===== src/rtl/ps_conv_hs.sv =====
// Parallel-to-serial unloader with serial-to-parallel capture; first dout word 1 cycle after load, one word per beat.
// Stalls hold dout and state; pld_ready combinationally reopens on the last beat so back-to-back blocks have no bubble.
module ps_conv_hs #(
  parameter int W = 8,
  parameter int N = 4
) (
  input  logic           clk,
  input  logic           rst,
  input  logic [N*W-1:0] pdin,
  input  logic           pld_valid,
  output logic           pld_ready,
  output logic [W-1:0]   dout,
  output logic           dout_valid,
  input  logic           dout_ready,
  input  logic [W-1:0]   din,
  output logic [N*W-1:0] pdout,
  output logic           pdout_valid,
  output logic           busy
);

  localparam int CW = (N > 1) ? $clog2(N) : 1;
  localparam logic ST_IDLE  = 1'b0;
  localparam logic ST_SHIFT = 1'b1;

  logic           state;
  logic [CW-1:0]  cnt;
  logic [N*W-1:0] sreg;
  logic [N*W-1:0] shifted;
  logic           load;
  logic           beat;
  logic           last;

  // Word N-1 sits at the top of sreg so it leaves first; din enters word 0.
  if (N == 1) begin : g_one
    assign shifted = din;
  end else begin : g_multi
    assign shifted = {sreg[(N-1)*W-1:0], din};
  end

  assign beat       = dout_valid & dout_ready;
  assign last       = beat & (cnt == CW'(N - 1));
  assign pld_ready  = (state == ST_IDLE) | last;
  assign load       = pld_valid & pld_ready;
  assign dout       = sreg[N*W-1 -: W];
  assign dout_valid = (state == ST_SHIFT);
  assign busy       = (state == ST_SHIFT);

  always_ff @(posedge clk) begin
    if (rst) begin
      state       <= ST_IDLE;
      cnt         <= '0;
      sreg        <= '0;
      pdout       <= '0;
      pdout_valid <= 1'b0;
    end else begin
      pdout_valid <= last;
      if (last) begin
        pdout <= shifted;
      end
      // A load while in SHIFT can only happen on the last beat, so it replaces the final shift.
      if (load) begin
        sreg  <= pdin;
        cnt   <= '0;
        state <= ST_SHIFT;
      end else if (beat) begin
        sreg <= shifted;
        if (last) begin
          cnt   <= '0;
          state <= ST_IDLE;
        end else begin
          cnt <= cnt + CW'(1);
        end
      end
    end
  end

endmodule


===== config.mk =====
export PLATFORM = sky130hd
export DESIGN_NAME = ps_conv_hs
export DESIGN_NICKNAME = d
export VERILOG_FILES = /design/src/rtl/ps_conv_hs.sv
export SDC_FILE = /design/constraint.sdc
export NUM_CORES = 1
export LEC_CHECK = 0
export ABC_CLOCK_PERIOD_IN_PS = 2240
export CORE_MARGIN = 3
export CORE_UTILIZATION = 45
export CTS_CLUSTER_SIZE = 24
export DETAILED_ROUTE_END_ITERATION = 8
export PLACE_DENSITY_LB_ADDON = 0.08
export SYNTH_ARGS = -nofsm -noshare
export SYNTH_HDL_FRONTEND = slang
export SYNTH_SLANG_ARGS = --single-unit

===== constraint.sdc =====
create_clock -name clk -period 2.24 [get_ports clk]
set_input_delay 0.448 -clock clk [delete_from_list [all_inputs] [get_ports clk]]
set_output_delay 0.448 -clock clk [all_outputs]
set_load 0.005 [all_outputs]

# [After elaboration in Yosys (flattened, before gate mapping)]
# Cells that the tools add are included.
[word_totals] reg_bits=68 latch_bits=0 mem_bits_rw=0 rom_bits=0 in_bits=44 out_inout_bits=44 word_cells=22 memories=0
[classes] n_addsub=1 multipliers=0 div=0 order_cmp=0 n_eq_ne=1 shifts=0 n_mux=6 bitwise_logic=5 reduce_logical=4
[ops] op="32-bit 2-to-1 mux" n=2
[ops] op="2-bit nonzero test" n=2
[ops] op="1-bit AND" n=3
[ops] op="1-bit 2-to-1 mux" n=3
[ops] op="2-bit by 1-bit adder with 2-bit output (second input constant)" n=1
[ops] op="2-bit equality test (second input constant)" n=1
[ops] op="2-bit 2-to-1 mux" n=1
[ops] op="2-bit AND reduction" n=1
[ops] op="2-bit OR reduction" n=1
[ops] op="1-bit inverter" n=1
[ops] op="1-bit bitwise OR" n=1

# [Depth between registers and ports, before layout]
[logic_depth] word_depth=6 ltp_mapped=7 mapped_depth_nobuf=4

# [Worst setup path before layout]
# OpenSTA, ideal clock, no wires.
[synth_path] path_type="input-to-reg" from="in dout_ready" to="reg sreg[23]" setup_ps=146 arrival_time_ps=1447 required_time_ps=2094 path_slack_ps=647 cell_stages=6 n_path_buf=3 cell_sequence="clkbuf_1 -> a21bo_1 -> buf_6 -> buf_2 -> a221oi_1 -> a211oi_2"
[synth_between] elab_chain_cells=5 elab_cells_between_ends=6 classes_between="1 x mux; 4 x bitwise; 1 x reduce/logical"
[synth_rtl] element="from (decl)" line_no="14" rtl="input logic dout_ready,"
[synth_rtl] element="1-bit AND *" line_no="40" rtl="assign beat = dout_valid & dout_ready;"
[synth_rtl] element="1-bit AND *" line_no="41" rtl="assign last = beat & (cnt == CW'(N - 1));"
[synth_rtl] element="1-bit bitwise OR *" line_no="42" rtl="assign pld_ready = (state == ST_IDLE) | last;"
[synth_rtl] element="net pld_ready" line_no="11" rtl="output logic pld_ready,"
[synth_rtl] element="1-bit AND *" line_no="43" rtl="assign load = pld_valid & pld_ready;"
[synth_rtl] element="32-bit 2-to-1 mux or 2-bit nonzero test (tied branches)"
[synth_rtl] element="to (signal assigned)" line_no="62" rtl="sreg <= pdin;"
[synth_rtl] element="to (signal assigned)" line_no="66" rtl="sreg <= shifted;"
[synth_rtl] element="to (decl)" line_no="27" rtl="logic [N*W-1:0] sreg;"
# The timed path passes the listed nets; every way through them passes the cells marked *.
# A chain may end at the register's enable or synchronous reset.

# [Worst setup path in the final report]
[layout_path] from="in dout_ready" to="out pld_ready"
[layout_between] elab_chain_cells=3
[layout_rtl] element="1-bit AND" line_no="40"
[layout_rtl] element="1-bit AND" line_no="41"
[layout_rtl] element="1-bit bitwise OR" line_no="42"
[layout_rtl] element="to (decl)" line_no="11"
# No other way between the ends.

==> reports/metrics.yaml <==
period_share_pct: 95.9
slew_headroom_pct: 60.3
maxCapViolCount: 0
fin_skew_ns: 0.00462
num_rows: 29
synthFlopType: "dfxtp_1"
ys_seq_area_share_pct: 44.0
arrival_ns: 1.70
synth_top_cell_area_share_pct: 44.0
layout-drive-gt1-share_pct: 14.9
ant_nets: 0
num_antenna_cells: 0
crit_path_cell_trace: "clkdlybuf4s50_1, a21bo_2, clkdlybuf4s50_1"
synth-edff-count: 0
grt-ovfl-total: 0
port_buffers: 87
path_max_fanout: 6
cts.sinks: 68
coreArea_mm2: 0.00649
grt_max_degree: 38
crit_top_cell: "clkdlybuf4s50_1"
synth.most_common_cell: "dfxtp_1"
fin_hold_ws_ns: 0.456
hold_path.class: "reg2reg"
vdd_drop_max_mv: 0.408
numCtsBuffers: 9
crit_family: "buffers and inverters"
vias: 2789
synth_area_mm2: 0.00309
setup_violations: 0
worstPathRequired_ns: 1.79
first_global_vias: 2622
yosysWarnings: 0
routed_via_density: 5.57
gp_congestion: 0.772
fin_nets: 464
antenna_found_initial: 0
area_growth_pct: 36.9
synth_nets: 398
power_density_mw_per_mm2: 719
fmax_mhz: 466
post_cts_buffers: 0
rsz0062_at_grt: "false"
path_clk_slew_ns: 0.07
ys_types: 19
synth_area_leaders: "dfxtp_1 (44%), a211oi_2 (11%), a221oi_1 (9.1%), nand2_1 (7.9%), and3_1 (6.7%)"
syn-instance-count: 353
htree_levels: 3
cts_tree: "done"
yosys.area.top_type: "dfxtp_1"
clock_path_buffers: 2
synth_area_per_cell_um2: 8.76
worst-path-buf-inv: 2
fp.dieH_um: 88.9
wl_per_cell_um: 16.0
hold_viol_final: 0
ys_async_sr_fraction_pct: 0
tightestPinTransition_ns: 0.596
end_kind: "output pin"
drc: 0
worst_setup_path_start_kind: "primary input"
post-route-min-period_ns: 2.15
pin_count: 88
drt-total-wl_um: 8010
placed_cell_area_mm2: 0.00396
design_area_mm2: 0.00423
finalSetupTns_ns: 0
cp_slowest_cell: "clkdlybuf4s50_1"
slew_violations: 0
clock_latency_ns: 0.34
drt_iter0_markers: 193
grt_pass1_wl_um: 12900
path_class: "in2out"
root_buffer: "clkbuf_8"
die_x_um: 88.9
synthTopCellsByCount: "dfxtp_1 (68), nand2_1 (65), a21oi_1 (33), and3_1 (33), inv_1 (33)"
die_area_mm2: 0.00790
initial_core_util_pct: 47.6
dp_hpwl_um: 5380
track_usage_pct: 21.1
status: "complete, no violations"
synth_seq_cells: 68
post-route-util_pct: 65.2
first_pass_iters: 4
slowest_delay_ns: 0.52
leakagePower_nw: 1.68
[cell families (layout without fill, tap and decap cells)]
family	after synthesis	in the layout	share of synthesized area, %
buf+inv	80	151	12.4
flops	68	68	44.0
simple gates	104	104	15.5
fa+ha+maj	1	1	0.405
mux	2	2	0.648
compound gates	98	98	27.0
[routing by layer]
| metal | GRT usage (%) | wire length (um) | up-vias |
|---|---|---|---|
| li1 | - | - | 1359 |
| met1 | 27.7 | 3520 | 1327 |
| met2 | 33.4 | 3880 | 90 |
| met3 | 3.87 | 453 | 13 |
| met4 | 10.7 | 158 | 0 |
| met5 | 0 | 0 | - |
[path summary, 6_finish.rpt]
check | endpoint | slack (ns) | startpoint | cells past startpoint
max reg2reg | sreg[24]$_SDFFE_PP0P_ | 0.40 | cnt[0]$_SDFFE_PP0P_ | 6
min reg2reg | pdout[5]$_SDFFE_PP0P_ | 0.46 | pdout[5]$_SDFFE_PP0P_ | 2
min | pdout[5]$_SDFFE_PP0P_ | 0.46 | pdout[5]$_SDFFE_PP0P_ | 2
max | pld_ready | 0.09 | dout_ready | 3
[final cells by class]
| type | instances | area (um2) |
|---|---|---|
| clock buffers | 10 | 138 |
| fillers | 582 | 2260 |
| clock inverters | 6 | 135 |
| flip-flops and latches | 68 | 1360 |
| multi-input cells | 205 | 1350 |
| inverters | 33 | 124 |
| well taps | 77 | 96.3 |
| repair buffers | 102 | 1030 |
[metrics by stage]
step	std cells	total power [mW]	setup slack (ns)
after global placement	485	1.70	-0.0100
after detailed placement	485	1.71	-0.0452
after global routing	501	3.15	0.0206
after floorplan	353	1.56	0.647
after CTS	501	3.06	0.0415
final	501	3.05	0.0920
[flip-flops by register name, indices dropped and copies added (netlist names)]
signal	count
pdout	32
sreg	32
cnt	2
busy	1
pdout_valid	1
[worst min-delay path: stages, from the launching register on]
cell	delay (ns)
dfxtp_1	0.31
nand2_1	0.05
a21oi_1	0.05
[cells in the final DEF, fill, tap and decap left out]
cell type,instances
buf_2,1
nor2_1,2
a221oi_1,32
buf_12,4
buf_4,11
a211oi_2,28
nand2_1,65
bufinv_16,4
mux2i_1,2
and3_1,33
nand3_1,1
inv_1,33
dfxtp_1,68
clkinvlp_4,2
clkbuf_8,10
and2_2,1
clkdlybuf4s50_1,86
a21bo_2,1
a211oi_1,4
nor3_1,2
ha_2,1
a21oi_1,33
[what timing repair did]
item	in CTS	in global routing
resized for setup	0	2
hold buffers	0	0
endpoints found under the setup margin	0	1
[power by group]
part / leakage, nW / switching (mW) / internal (mW)
combinational: 0.994 / 0.174 / 0.202
sequential: 0.555 / 0.0446 / 1.26
clock: 0.129 / 0.483 / 0.882
(Power assumes the default switching activity.)
